<file path="src/rtl/dsp_ret1_pkg.sv">
// Shared constants and helpers for the return-to-one clock divider.
// Holds the default divide ratio, the start-up delay limit and the default low-phase length.
package dsp_ret1_pkg;

    localparam int DIV_DEFAULT   = 4;
    localparam int START_DLY_MAX = 255;

    // Odd ratios round the low phase down, so the high phase is the longer one.
    function automatic int low_cyc_default(input int div);
        return div / 2;
    endfunction

endpackage

</file>
<file path="src/rtl/dsp_ret1_clk_top_phase_cnt.sv">
// Phase counter for the return-to-one divider: wraps at DIV-1 and flags the low phase.
// phase_low describes the phase the counter is about to enter, so the clkout flop stays aligned with it.
module ret1_phase_cnt
    import dsp_ret1_pkg::*;
#(
    parameter int DIV     = DIV_DEFAULT,
    parameter int LOW_CYC = low_cyc_default(DIV),
    parameter int CNT_W   = $clog2(DIV)
) (
    input  logic clk,
    input  logic rst,
    input  logic run,
    output logic phase_low
);

    logic [CNT_W-1:0] cnt_q;
    logic [CNT_W-1:0] cnt_d;

    always_comb begin
        cnt_d = cnt_q + CNT_W'(1);
        if (cnt_q == CNT_W'(DIV - 1)) begin
            cnt_d = '0;
        end
    end

    assign phase_low = (cnt_d < CNT_W'(LOW_CYC));

    // Reset parks the counter on its last phase, so the first run edge lands on phase 0.
    always_ff @(posedge clk or posedge rst) begin
        if (rst) begin
            cnt_q <= CNT_W'(DIV - 1);
        end else if (run) begin
            cnt_q <= cnt_d;
        end
    end

endmodule

</file>
<file path="src/rtl/dsp_ret1_clk_top.sv">
// Return-to-one clock divider: clkout idles high through reset and the start-up hold,
// then runs LOW_CYC cycles low and DIV-LOW_CYC cycles high per period.
module dsp_ret1_clk_top
    import dsp_ret1_pkg::*;
#(
    parameter int DIV       = DIV_DEFAULT,
    parameter int LOW_CYC   = low_cyc_default(DIV),
    parameter int START_DLY = 0,
    parameter int CNT_W     = $clog2(DIV)
) (
    input  logic clk,
    input  logic rst,
    output logic clkout
);

    localparam int DLY_W = 8;

    if (DIV < 2) begin : g_bad_div
        $error("dsp_ret1_clk_top: DIV must be >= 2");
    end
    if (LOW_CYC < 1 || LOW_CYC > DIV - 1) begin : g_bad_low
        $error("dsp_ret1_clk_top: LOW_CYC must lie in 1..DIV-1");
    end
    if (START_DLY < 0 || START_DLY > START_DLY_MAX) begin : g_bad_dly
        $error("dsp_ret1_clk_top: START_DLY must lie in 0..255");
    end

    logic [DLY_W-1:0] dly_q;
    logic [DLY_W-1:0] dly_d;
    logic             clkout_q;
    logic             clkout_d;
    logic             run;
    logic             phaseLow;

    assign run = (dly_q == '0);

    ret1_phase_cnt #(
        .DIV     (DIV),
        .LOW_CYC (LOW_CYC),
        .CNT_W   (CNT_W)
    ) u_phase_cnt (
        .clk       (clk),
        .rst       (rst),
        .run       (run),
        .phase_low (phaseLow)
    );

    always_comb begin
        dly_d    = dly_q;
        clkout_d = clkout_q;
        if (!run) begin
            dly_d = dly_q - DLY_W'(1);
        end else begin
            clkout_d = ~phaseLow;
        end
    end

    // Async reset drives clkout high immediately; the port is taken straight from this flop.
    always_ff @(posedge clk or posedge rst) begin
        if (rst) begin
            dly_q    <= DLY_W'(START_DLY);
            clkout_q <= 1'b1;
        end else begin
            dly_q    <= dly_d;
            clkout_q <= clkout_d;
        end
    end

    assign clkout = clkout_q;

endmodule

</file>
<file path="config.mk">
export PLATFORM = sky130hd
export DESIGN_NAME = dsp_ret1_clk_top
export DESIGN_NICKNAME = d
export VERILOG_FILES = /design/src/rtl/dsp_ret1_pkg.sv /design/src/rtl/dsp_ret1_clk_top_phase_cnt.sv /design/src/rtl/dsp_ret1_clk_top.sv
export SDC_FILE = /design/constraint.sdc
export NUM_CORES = 1
export LEC_CHECK = 0
export CAP_MARGIN = 40
export CORE_AREA = 8 8 45 47
export DETAILED_ROUTE_END_ITERATION = 10
export DIE_AREA = 0 0 53 55
export PLACE_DENSITY = 0.53
export SLEW_MARGIN = 20
export SYNTH_ARGS = -nofsm -noshare
export SYNTH_HDL_FRONTEND = slang
export SYNTH_SLANG_ARGS = --single-unit
</file>
<file path="constraint.sdc">
create_clock -name clk -period 1.65 [get_ports clk]
set_input_delay 0.33 -clock clk [delete_from_list [all_inputs] [get_ports clk]]
set_output_delay 0.33 -clock clk [all_outputs]
set_load 0.1 [all_outputs]
</file>
==> results.cfg <==
[run_status]
status = finished, final reports clean

[grt]
grt_overflow = 0
grt_max_degree = 11
grt_pass1_wl_mm = 1.41
grt_pass1_vias = 332
grt_antenna_before_repair = 0
grt_usage_pct = 7.01

[routing]
first_pass_iters = 4
drt_iter0_markers = 6
post_drt_wl_per_cell_um = 13.1
final_antenna_net_count = 0
routed_wl_um = 903
vias = 329
viasPerCell = 4.77
drcViolationCount = 0

[floorplan]
coreArea_sq_um = 1380
fp.dieArea_sq_um = 2920
die_x_um = 53
start_util_pct = 37.8
pin_count = 3
die_h_um = 55
placementRows = 14

[clocking]
cts.sinks = 10
clockRootBuffer = clkbuf_4
clk_pin_slew_ps = 60
cts_made_buffers = 3
insertion_delay_ps = 260
htreeDepth = 1
cts_tree = yes
post-cts-setup-buffer-count = 0
post_cts_resized = 0
clk_path_buf_depth = 2
postCtsHoldBufs = 0

[critical_path]
critPathKind = reg2reg
cp_data_required_time_ps = 1840
cp_max_fo = 5
r2r_cells = 5
reg2reg_from = dly_q[0]$_DFFE_PP0P_
rr_endpoint = u_phase_cnt.cnt_q[0]$_DFFE_PP1N_
cp.arrival_ps = 1770
cp-start-kind = flop
crit_path_end_kind = flop
r2r_setup_slack_ps = 70

[cells_and_area]
syn2layout_area_growth_pct = 15.3
n_antenna_cell = 0
fin_util_pct = 43.6
fillers = 135
nets = 59
layout_common_cells = nor2_1 (8), dfrtp_1 (8), inv_1 (4), xnor2_1 (4)
finalInstanceArea_sq_um = 603
final_layout_size_suffix_gt1_share_pct = 28.3

[sta]
grt_setup_unrepaired = no
drv_slew = 0
fin_crit_sh_pct = 95.9
clock_skew_ps = 2.36
fin_crit_ps = 1580
timing.fmax_mhz = 632
finalSetupTns_ps = 0
setup_violations = 0
finalWorstSetupSlack_ps = 66.8
maxSlewHeadroom_pct = 68.8
tightest_slew_ps = 464
finalHoldViolCount = 0

[yosys]
synthCells = 46
synth_nets = 51
ys_seq_area_share_pct = 48.3
syn_area_sq_um = 523
yosys.cell_types.count = 18
synth_seq_cells = 10
synth_warnings = 0
avgSynthCellArea_sq_um = 11.4

[placement]
pre_cts_slack_ps = 81.9
gp_congestion = 0.725
place_area_sq_um = 577
io_buffer_count = 2
hpwl_um = 670

[flow_run]
maxCapViolCount = 0

[power_and_ir_drop]
ir_drop_v = 0.000343
p_leak_nw = 0.300
powerDensity_nw_per_um2 = 705
power.total_w = 0.000425

[hold_path]
hp-class = in2async
-- through the flow --
step | instances | hold slack [ps]
5_1_grt | 69 | 390
6_report | 69 | 387
3_5_place_dp | 65 | 503
4_1_cts | 69 | 387
3_3_place_gp | 65 | 482
2_1_floorplan | 46 | 169
-- synthesized netlist by cell type --
master	instances	area, sq um
dfrtp_1	8	200
nor2_1	8	30.0
inv_1	4	15.0
xnor2_1	4	35.0
ha_1	3	37.5
mux2_2	3	33.8
nand2_1	3	11.3
a21oi_1	2	10.0
dfstp_2	2	52.6
a31o_2	1	8.76
and2_1	1	6.26
buf_6	1	11.3
mux2_4	1	15.0
mux2i_1	1	10.0
nor3_1	1	5.00
nor3b_1	1	7.51
nor3b_2	1	12.5
nor4_4	1	21.3
-- cells by family (layout without fill, tap and decap cells) --
group,after synthesis,after routing,synth area share (%)
adders and majority gates,3,3,7.18
and+or+nand+nor,16,16,17.9
DFF,10,10,48.3
muxes,5,5,11.2
buffers and inverters,5,12,5.02
AOI/OAI and AO/OA,3,3,3.59
xor gates and xnor gates,4,4,6.70
-- state kept, by name, indices dropped and copies added (netlist names) --
signal / count
u_phase_cnt.cnt_q: 1
dly_q: 8
clkout: 1
-- where the power goes --
group / total [W] / internal (W) / leakage, nW / switching [W]
combinational: 0.00000745 / 0.00000225 / 0.152 / 0.00000520
clock: 0.000172 / 0.0000933 / 0.0150 / 0.0000791
sequential: 0.000245 / 0.000245 / 0.133 / 0
total: 0.000425 / 0.000341 / 0.300 / 0.0000843
-- critical path: stages (launching register included) --
cell and delay, ps:
dfrtp_1 410, inv_1 100, ha_1 150, nor3b_2 320
and2_1 230, mux2_4 310
-- worst max path at each step --
stage | from | end | slack, ps | cells past startpoint
final | dly_q[0]$_DFFE_PP0P_ | u_phase_cnt.cnt_q[0]$_DFFE_PP1N_ | 70 | 5
after global routing | dly_q[0]$_DFFE_PP0P_ | u_phase_cnt.cnt_q[0]$_DFFE_PP1N_ | 0.06 | 5
after global placement | dly_q[0]$_DFFE_PP0P_ | u_phase_cnt.cnt_q[0]$_DFFE_PP1N_ | 190 | 5
after floorplan | clkout$_DFFE_PP1N_ | clkout$_DFFE_PP1N_ | 160 | 2
after CTS | dly_q[0]$_DFFE_PP0P_ | u_phase_cnt.cnt_q[0]$_DFFE_PP1N_ | 80 | 5
after detailed placement | dly_q[0]$_DFFE_PP0P_ | u_phase_cnt.cnt_q[0]$_DFFE_PP1N_ | 80 | 5
-- metal layers --
layer	global-route usage, %	up-vias	wire (um)
met1	6.88	159	379
met4	5.17	0	0
li1	-	164	-
met3	3.21	0	45
met2	11.5	6	479
met5	0	-	0
-- layout make-up --
class	instances	area [sq um]	share of cell area, %
Inverter	4	15.0	2.49
Sequential cell	10	253	41.9
Multi-Input combinational cell	31	244	40.5
Timing Repair Buffer	4	45.0	7.47
Clock buffer	4	26.3	4.36
Tap cell	16	20.0	3.32
Note: power is estimated with default switching activity, not from simulation.
